**config.mk**
```make
export PLATFORM = sky130hd
export DESIGN_NAME = significand_pack
export DESIGN_NICKNAME = d
export VERILOG_FILES = /design/src/rtl/fp_pack_pkg.sv /design/src/rtl/sig_norm_shift.sv /design/src/rtl/significand_pack.sv
export SDC_FILE = /design/constraint.sdc
export NUM_CORES = 1
export LEC_CHECK = 0
export ABC_AREA = 1
export BUFFER_PORTS_ARGS = -buffer_cell sky130_fd_sc_hd__buf_2
export CAP_MARGIN = 0
export CELL_PAD_IN_SITES_DETAIL_PLACEMENT = 1
export CELL_PAD_IN_SITES_GLOBAL_PLACEMENT = 1
export CORE_AREA = 2 2 232 165
export CTS_BUF_LIST = sky130_fd_sc_hd__clkbuf_8
export DETAILED_ROUTE_END_ITERATION = 10
export DIE_AREA = 0 0 234 167
export HOLD_SLACK_MARGIN = 0.15
export PLACE_DENSITY_LB_ADDON = 0.1
export REMOVE_ABC_BUFFERS = 1
export SLEW_MARGIN = 10
export SYNTH_ARGS = -nofsm -noshare
export SYNTH_HDL_FRONTEND = slang
export SYNTH_HIERARCHICAL = 1
export SYNTH_SLANG_ARGS = --single-unit
```
**constraint.sdc**
```tcl
create_clock -name clk -period 7.76 [get_ports clk]
set_input_delay 1.164 -clock clk [delete_from_list [all_inputs] [get_ports clk]]
set_output_delay 1.164 -clock clk [all_outputs]
set_load 0.02 [all_outputs]
```
**src/rtl/fp_pack_pkg.sv**
```systemverilog
// Shared types and constants for the significand pack datapath.
// Contents: FSM state enum, exponent biases, saturated biased exponents,
// fraction field widths and internal widths.
package fp_pack_pkg;

  typedef enum logic [1:0] {IDLE, NORM, DENORM, DONE} state_e;

  localparam int BIAS_D  = 1023;
  localparam int BIAS_S  = 127;
  localparam int EMAXB_D = 2047;
  localparam int EMAXB_S = 255;
  localparam int FRAC_D  = 52;
  localparam int FRAC_S  = 23;

  localparam int SIGW    = 53;  // significand width, hidden bit at [52]

endpackage

```
**src/rtl/sig_norm_shift.sv**
```systemverilog
// Combinational normalizer for the 53-bit significand.
// Ports:
//   f_i    : significand in, may carry leading zeros
//   lz_o   : number of leading zeros (53 when f_i == 0)
//   f_o    : f_i shifted left by lz_o (hidden bit at [52])
//   zero_o : f_i is all zeros
module sig_norm_shift
  import fp_pack_pkg::*;
#(
  parameter int LZW = 6
) (
  input  logic [SIGW-1:0] f_i,
  output logic [LZW-1:0]  lz_o,
  output logic [SIGW-1:0] f_o,
  output logic            zero_o
);

  logic found;

  // Priority scan from the MSB; the first set bit fixes the count.
  always_comb begin
    lz_o  = LZW'(SIGW);
    found = 1'b0;
    for (int i = SIGW - 1; i >= 0; i--) begin
      if (!found && f_i[i]) begin
        lz_o  = LZW'(SIGW - 1 - i);
        found = 1'b1;
      end
    end
  end

  assign zero_o = ~found;
  assign f_o    = f_i << lz_o;

endmodule

```
**src/rtl/significand_pack.sv**
```systemverilog
// Packs sign / unbiased exponent / 53-bit significand into an IEEE word.
// Three-step iterative FSM (NORM, DENORM, DONE), one operation in flight,
// valid/ready on both sides. Singles land in y[63:32], y[31:0] = 0.
// No rounding: fraction bits below the field are truncated.
// Ports:
//   clk, rst            : clock, synchronous active-high reset
//   in_valid/in_ready   : operand handshake (in_ready only in IDLE)
//   db, s, e, f, fz     : precision, sign, exponent, significand, force zero
//   out_valid/out_ready : result handshake, y held while stalled
//   y                   : packed result
// Optional feature macro SIG_PACK_FLAGS_EN adds ovf/unf/inx outputs,
// registered alongside y.
module significand_pack
  import fp_pack_pkg::*;
#(
  parameter int N   = 64,
  parameter int EW  = 13,
  parameter int LZW = 6
) (
  input  logic            clk,
  input  logic            rst,
  input  logic            in_valid,
  output logic            in_ready,
  input  logic            db,
  input  logic            s,
  input  logic [EW-1:0]   e,
  input  logic [SIGW-1:0] f,
  input  logic            fz,
  output logic            out_valid,
  input  logic            out_ready,
  output logic [N-1:0]    y
`ifdef SIG_PACK_FLAGS_EN
  ,
  output logic            ovf,
  output logic            unf,
  output logic            inx
`endif
);

  state_e               state_q;
  logic                 in_ready_q, out_valid_q;
  logic [N-1:0]         y_q;
  logic                 db_q, s_q, fz_q, zero_q;
  logic [SIGW-1:0]      f_q;
  logic signed [EW:0]   x_q;

  // Normalizer on the captured significand
  logic [LZW-1:0]       lz;
  logic [SIGW-1:0]      f_nrm;
  logic                 f_zero;

  sig_norm_shift #(.LZW(LZW)) u_norm (
    .f_i    (f_q),
    .lz_o   (lz),
    .f_o    (f_nrm),
    .zero_o (f_zero)
  );

  // DENORM-step datapath, results registered into y_q on the way to DONE
  logic signed [EW:0]   eb_d, emaxb;
  logic [LZW-1:0]       sh_d;
  logic [SIGW-1:0]      f_d;
  logic [10:0]          ebf_d;
  logic [N-1:0]         y_d;
  logic                 ovf_d, unf_d, inx_d;
  logic [63:0]          lost_mask;
  logic                 unused_msb;

  always_comb begin
    eb_d      = x_q + (db_q ? (EW+1)'(BIAS_D) : (EW+1)'(BIAS_S));
    emaxb     = db_q ? (EW+1)'(EMAXB_D) : (EW+1)'(EMAXB_S);
    sh_d      = '0;
    f_d       = f_q;
    ebf_d     = eb_d[10:0];
    ovf_d     = 1'b0;
    unf_d     = 1'b0;
    inx_d     = 1'b0;
    lost_mask = '0;
    if (zero_q || fz_q) begin
      f_d   = '0;
      ebf_d = '0;
    end else if (eb_d <= 0) begin
      // Shift by 1-eb so the implicit bit lands in the fraction field;
      // anything past 63 is a full flush anyway.
      sh_d      = (eb_d < -62) ? LZW'(63) : LZW'(1 - eb_d);
      lost_mask = (64'd1 << sh_d) - 64'd1;
      f_d       = f_q >> sh_d;
      ebf_d     = '0;
      unf_d     = 1'b1;
      inx_d     = |({{(64-SIGW){1'b0}}, f_q} & lost_mask);
    end else if (eb_d >= emaxb) begin
      ebf_d = emaxb[10:0];
      f_d   = '0;
      ovf_d = 1'b1;
    end
    // Single keeps f[51:29]; the 29 bits below fall off the field.
    if (!db_q && (f_d[FRAC_D-FRAC_S-1:0] != '0)) inx_d = 1'b1;
    if (db_q) y_d = {s_q, ebf_d, f_d[FRAC_D-1:0]};
    else      y_d = {s_q, ebf_d[7:0], f_d[FRAC_D-1:FRAC_D-FRAC_S], 32'h0};
  end

  assign unused_msb = f_d[SIGW-1];

`ifdef SIG_PACK_FLAGS_EN
  logic ovf_q, unf_q, inx_q;
`endif

  always_ff @(posedge clk) begin
    if (rst) begin
      state_q     <= IDLE;
      in_ready_q  <= 1'b1;
      out_valid_q <= 1'b0;
      y_q         <= '0;
      db_q        <= 1'b0;
      s_q         <= 1'b0;
      fz_q        <= 1'b0;
      zero_q      <= 1'b0;
      f_q         <= '0;
      x_q         <= '0;
`ifdef SIG_PACK_FLAGS_EN
      ovf_q       <= 1'b0;
      unf_q       <= 1'b0;
      inx_q       <= 1'b0;
`endif
    end else begin
      case (state_q)
        IDLE: if (in_valid) begin
          db_q       <= db;
          s_q        <= s;
          fz_q       <= fz;
          f_q        <= f;
          x_q        <= {e[EW-1], e};
          in_ready_q <= 1'b0;
          state_q    <= NORM;
        end
        NORM: begin
          f_q     <= f_nrm;
          x_q     <= x_q - $signed({{(EW+1-LZW){1'b0}}, lz});
          zero_q  <= f_zero;
          state_q <= DENORM;
        end
        DENORM: begin
          y_q         <= y_d;
          out_valid_q <= 1'b1;
`ifdef SIG_PACK_FLAGS_EN
          ovf_q       <= ovf_d;
          unf_q       <= unf_d;
          inx_q       <= inx_d;
`endif
          state_q     <= DONE;
        end
        DONE: if (out_ready) begin
          out_valid_q <= 1'b0;
          in_ready_q  <= 1'b1;
          state_q     <= IDLE;
        end
        default: state_q <= IDLE;
      endcase
    end
  end

  assign in_ready  = in_ready_q;
  assign out_valid = out_valid_q;
  assign y         = y_q;

`ifdef SIG_PACK_FLAGS_EN
  assign ovf = ovf_q;
  assign unf = unf_q;
  assign inx = inx_q;
`else
  logic unused_flags;
  assign unused_flags = ^{ovf_d, unf_d, inx_d, lost_mask};
`endif

endmodule
```
* Yosys cells after proc, flatten, opt, wreduce, memory -nomap -nowiden
Cells that the tools add are included. W data, S select, Z words.
Operators by class: add/sub/neg operators 3, $lt $le $gt $ge 3, equal/unequal tests 5, shifts and indexed selects 2, mux-type cells 128, bitwise gates (word level) 1, reductions and logical operators 114
Operator list (count):
- $mux W6 | 54
- $mux W52 | 3
- $pmux W53 S2 | 1
- $mux W63 | 1
- $mux W1 | 56
- $mux W53 | 1
- $shl A53 B6 Y53 | 1
- $shr A53 B6 Y52 | 1
- $logic_and A1 B1 Y1 | 52
- $logic_not A1 Y1 | 52
- $mux W11 | 4
- $pmux W14 S2 | 1
- $add A14 B11 Y14 | 1
- $ge A14 B12 Y1 | 1
- $le A14 B1 Y1 const B | 1
- $lt A14 B7 Y1 const B | 1
- $mux W14 | 1
- $sub A14 B7 Y14 | 1
- $mux W10 | 1
- $pmux W2 S4 | 1
- $reduce_and A2 Y1 | 4
- $reduce_bool A2 Y1 | 3
- $sub A2 B6 Y6 const A | 1
- $eq A2 B2 Y1 const B | 2
- 8 further kinds | 11
Storage, ports and cells: register bits 139, input bits 73, output and inout bits 66, word-level logic and storage cells 266

* Depth between registers and ports, before layout
depth in word-level cells 159, mapped depth 47

* Modules after synthesis
The synthesis kept the hierarchy.
Modules (own cells, without submodules):
- significand_pack | instances 1, cells each 1885, area each 11218.3 µm², seq. area each 2782.7 µm²
- sig_norm_shift | instances 1, cells each 927, area each 4494.3 µm², seq. area each 0.0 µm²

* Least setup slack after synthesis
OpenSTA, ideal clock, no wires.
path type reg-to-reg, from register f_q[49], to register x_q[13], setup time 70 ps, data arrival time 5585 ps, slack 2106 ps, stages on the path, launching flop included 48, buffers on the path 2, period minus slack after synthesis 5654 ps, cells stage by stage dfxtp_1 nor2_2 nand3_2 nor2_4 nand4_2 nor2_2 nand4_2 nor2_2 nand4_2 nor2_2 nand4_2 nor2_2 nand4_2 nor2_2 nand4_2 nor2_2 nand4_2 nor2_2 [... 12 more ...] buf_6 inv_1 ha_1 nand2_1 nor2_1 a211o_1 nand2_1 nand2_1 nand2_1 nand2_1 a211o_1 or2_2 nor2_1 nand3_1 nor2_1 xor2_1 nand2_1 a21oi_1
On the way: word-level cells in the longest chain between the ends 151, elaborated cells between the ends (all ways) 200, classes of those cells add/sub (1); mux (100); reduce/logical (99)
Ends and longest elaborated chain:
- from (decl) | RTL line significand_pack.sv:44 | logic [SIGW-1:0] f_q;
- from (signal assigned) | RTL line significand_pack.sv:137 | f_q <= f_nrm;
- $logic_and A1 B1 Y1 (*) | RTL line sig_norm_shift.sv:25 | if (!found && f_i[i]) begin
- $mux W1 | RTL line sig_norm_shift.sv:25
- $logic_not A1 Y1 | RTL line sig_norm_shift.sv:25
- $logic_and A1 B1 Y1 | RTL line sig_norm_shift.sv:25
- $mux W1 | RTL line sig_norm_shift.sv:25
- $logic_not A1 Y1 | RTL line sig_norm_shift.sv:25
- $logic_and A1 B1 Y1 | RTL line sig_norm_shift.sv:25
- $mux W1 | RTL line sig_norm_shift.sv:25
- [... 136 more ...]
- $logic_and A1 B1 Y1 | RTL line sig_norm_shift.sv:25
- $mux W1 | RTL line sig_norm_shift.sv:25
- $logic_not A1 Y1 | RTL line sig_norm_shift.sv:25
- $logic_and A1 B1 Y1 | RTL line sig_norm_shift.sv:25
- $mux W6 (*) | RTL line sig_norm_shift.sv:25
- via lz[2] | RTL line significand_pack.sv:48 | logic [LZW-1:0] lz;
- $sub A14 B7 Y14 (*) | RTL line significand_pack.sv:138 | x_q <= x_q - $signed({{(EW+1-LZW){1'b0}}, lz});
- $pmux W14 S2 (*) | RTL line significand_pack.sv:126 | case (state_q)
- to (signal assigned) | RTL line significand_pack.sv:132 | x_q <= {e[EW-1], e};
- to (signal assigned) | RTL line significand_pack.sv:138
- to (decl) | RTL line significand_pack.sv:45 | logic signed [EW:0] x_q;
Mark *: on every way through the listed nets, which the timed path passes. The rest lies on a longest branch. A chain may end at the register's enable or synchronous reset.

* Worst setup path after layout
from register f_q[51], to register x_q[12]
On the way: word-level cells in the longest chain between the ends 157, elaborated cells between the ends (all ways) 208, classes of those cells add/sub (1); mux (104); reduce/logical (103)
Ends and longest elaborated chain (RTL line):
- $logic_and A1 B1 Y1 (*) | sig_norm_shift.sv:25
- $mux W1 | sig_norm_shift.sv:25
- $logic_not A1 Y1 | sig_norm_shift.sv:25
- $logic_and A1 B1 Y1 | sig_norm_shift.sv:25
- $mux W1 | sig_norm_shift.sv:25
- $logic_not A1 Y1 | sig_norm_shift.sv:25
- $logic_and A1 B1 Y1 | sig_norm_shift.sv:25
- $mux W1 | sig_norm_shift.sv:25
- [... 142 more ...]
- $logic_and A1 B1 Y1 | sig_norm_shift.sv:25
- $mux W1 | sig_norm_shift.sv:25
- $logic_not A1 Y1 | sig_norm_shift.sv:25
- $logic_and A1 B1 Y1 | sig_norm_shift.sv:25
- $mux W6 (*) | sig_norm_shift.sv:25
- via lz[1] | significand_pack.sv:48
- $sub A14 B7 Y14 (*) | significand_pack.sv:138
- $pmux W14 S2 (*) | significand_pack.sv:126
Marked as above.

==> run summary <==
Critical Path Slowest Stage Cell: buf_4
ANT cells: 0
Post-DR vias/cell: 6.174
Largest area contributor in the netlist: nand3_1
Die ar.: 39080 um2
Number of global-route vias before repair: 19660
Worst hold slack: 0.4688 ns
First-pass GRT wire length: 116600 um
Sequential-to-total area share from yosys stat: 17.71%
Nets: 2907
Synthesis-stage register bit count: 139
# setup viols final: 0
Initial antenna violation count: 1
Fin crit period: 6.441 ns
Routed len/inst: 22.59 um
Gr usage total: 38.25%
GRT overflow: 0
# rows: 59
DRT Wirelength: 74860 um
Arrival time at the worst endpoint: 6.86 ns
Die Ht: 167 um
TNS Setup: 0 ns
Core footprint: 36840 um2
Max-slew violations: 0
CP endpoint kind: register
Setup bufs post-CTS: 0
Final Hold Viols: 0
1st-iter DRT viols: 2458
Status: finished, final reports clean
Hold Buf Count CTS: 0
EDFF count, synth: 0
Worst Hold Class: register to register
Worst setup SP type: register
Primary FF master, synth: dfxtp_1
Top-count cell post-synth: nand2_1
Mapped Area: 15710 um2
WP data required: 8.18 ns
CTS tree: yes
Layout Utilization: 45.36%
Die X: 234 um
Crit Path Max Fanout: 55
Worst slew pin tran: 1.046 ns
Synth warnings: 6
Max stage delay on crit path: 0.51 ns
TritonRoute pass-1 iters: 5
Synthesized instance count: 2812
Clk Latency, worst-skew pair: 0.53 ns
Distinct cells, synth: 57
RSZ-0062 raised after global routing: no
# DRC: 0
Vias: 20460
Clk root buf: clkbuf_8
Post-route ant nets: 0
Largest net degree at the start of global routing: 97
Layout area overhead: 6.331%
Post-synth top area share: 23.60%
Final HPWL DP: 55700 um
Synth top cells by count: 846 x nand2_1, 741 x nand3_1, 199 x inv_1
Most used cell, CP: nor2_1
Clk sink count: 139
Synth area leaders: nand3_1 24%, nand2_1 20%, dfxtp_1 18%, inv_1 4.8%, o21ai_0 3.9%
Clock skew: 0.01932 ns
Share of layout cells above drive strength 1: 11.25%
Starting density of the core: 42.65%
# Max-Cap Violations: 0
Period utilization: 83.00%
Max H-tree Level: 4
Fmax: 0.1553 GHz
Post-CTS Resized: 0
Fraction of registers with async set/reset: 0%
Clock buffer count from CTS: 17
Clock slew at reported path FFs: 0.11 ns
Num ports: 139
Clock Path Buffers: 2
Port bufs: 138
Crit Path Class: register to register
Mean Syn Cell Area: 5.588 um2
Max-slew headroom: 30.03%
Final GP Congestion: 1.014
[worst max-delay path, delay by kind of cell (launching register included)]
| kind | cells | cell delay [ns] |
|---|---|---|
| and+or+nand+nor | 33 | 3.93 |
| buffers and inverters | 7 | 0.92 |
| DFF | 1 | 0.39 |
| AOI/OAI and AO/OA | 4 | 0.75 |
| adders and majority gates | 1 | 0.29 |
[final timing paths]
check                           startpoint       to  slack, ns  depth (start not counted)
worst min-delay path                 y[26]    y[26]       0.47                          2
worst max-delay path               f_q[51]  x_q[12]       1.32                         45
worst max register to register     f_q[51]  x_q[12]       1.32                         45
worst min register to register       y[26]    y[26]       0.47                          2
[logic make-up (layout without fill, tap and decap cells)]
logic type	count (synthesis)	after routing	synth area share (%)
AND/OR/NAND/NOR	1866	1866	54.80
buffers and inverters	414	428	11.75
AO/OA/AOI/OAI	363	363	13.35
flip-flops	139	139	17.71
adder cells (fa/ha/maj)	21	21	1.720
XOR/XNOR	9	9	0.6690
[cell usage in the layout, fill, tap and decap left out, types with 11 or more instances in the layout]
master	synthesis	layout
buf_2	52	138
nand4_1	53	53
inv_2	10	12
a31oi_1	64	64
o31ai_1	23	23
nor3_1	21	21
nor2_1	101	100
clkbuf_8	0	17
nand4_2	11	11
nand2_1	846	846
nand3_2	27	27
nor2_2	20	19
ha_1	20	19
a21oi_1	87	87
o21ai_0	121	121
buf_4	15	39
o211ai_1	13	13
nand3_1	741	741
dfxtp_1	139	139
inv_1	199	197
o21ai_1	20	19
[stage by stage]
stage	area [um2]	worst slack (ns)	instances
after floorplan	14700	-0.6559	2617
after global placement	16320	1.651	3282
after detailed placement	16320	1.438	3282
after CTS	16710	1.429	3314
after global routing	16710	0.6251	3314
final	16710	1.319	3314
[sequential cells by signal, indices dropped and copies added, names as in the netlist]
register / flops
db_q: 1
f_q: 53
fz_q: 1
in_ready: 1
out_valid: 1
s_q: 1
state_q: 2
x_q: 14
y: 64
zero_q: 1
[layout make-up]
class,count,area (um2)
clock buffer,17,234.0
clock inverter,15,157.7
fill,5377,20130
inverter,219,828.3
multi-input combinational,2259,11110
sequential,139,2783
tap,488,610.6
timing repair buffer,177,983.4
[per-layer routing]
metal / share of wire [%] / global-route usage (%)
met5: 0.017 / 0
met4: 1.8 / 8.393
met3: 11 / 10.10
met2: 41 / 55.33
met1: 46 / 56.01
Power is left out: the tool's default activity adds up to more than one toggle a clock period on the data nets, which glitch-free logic cannot reach.
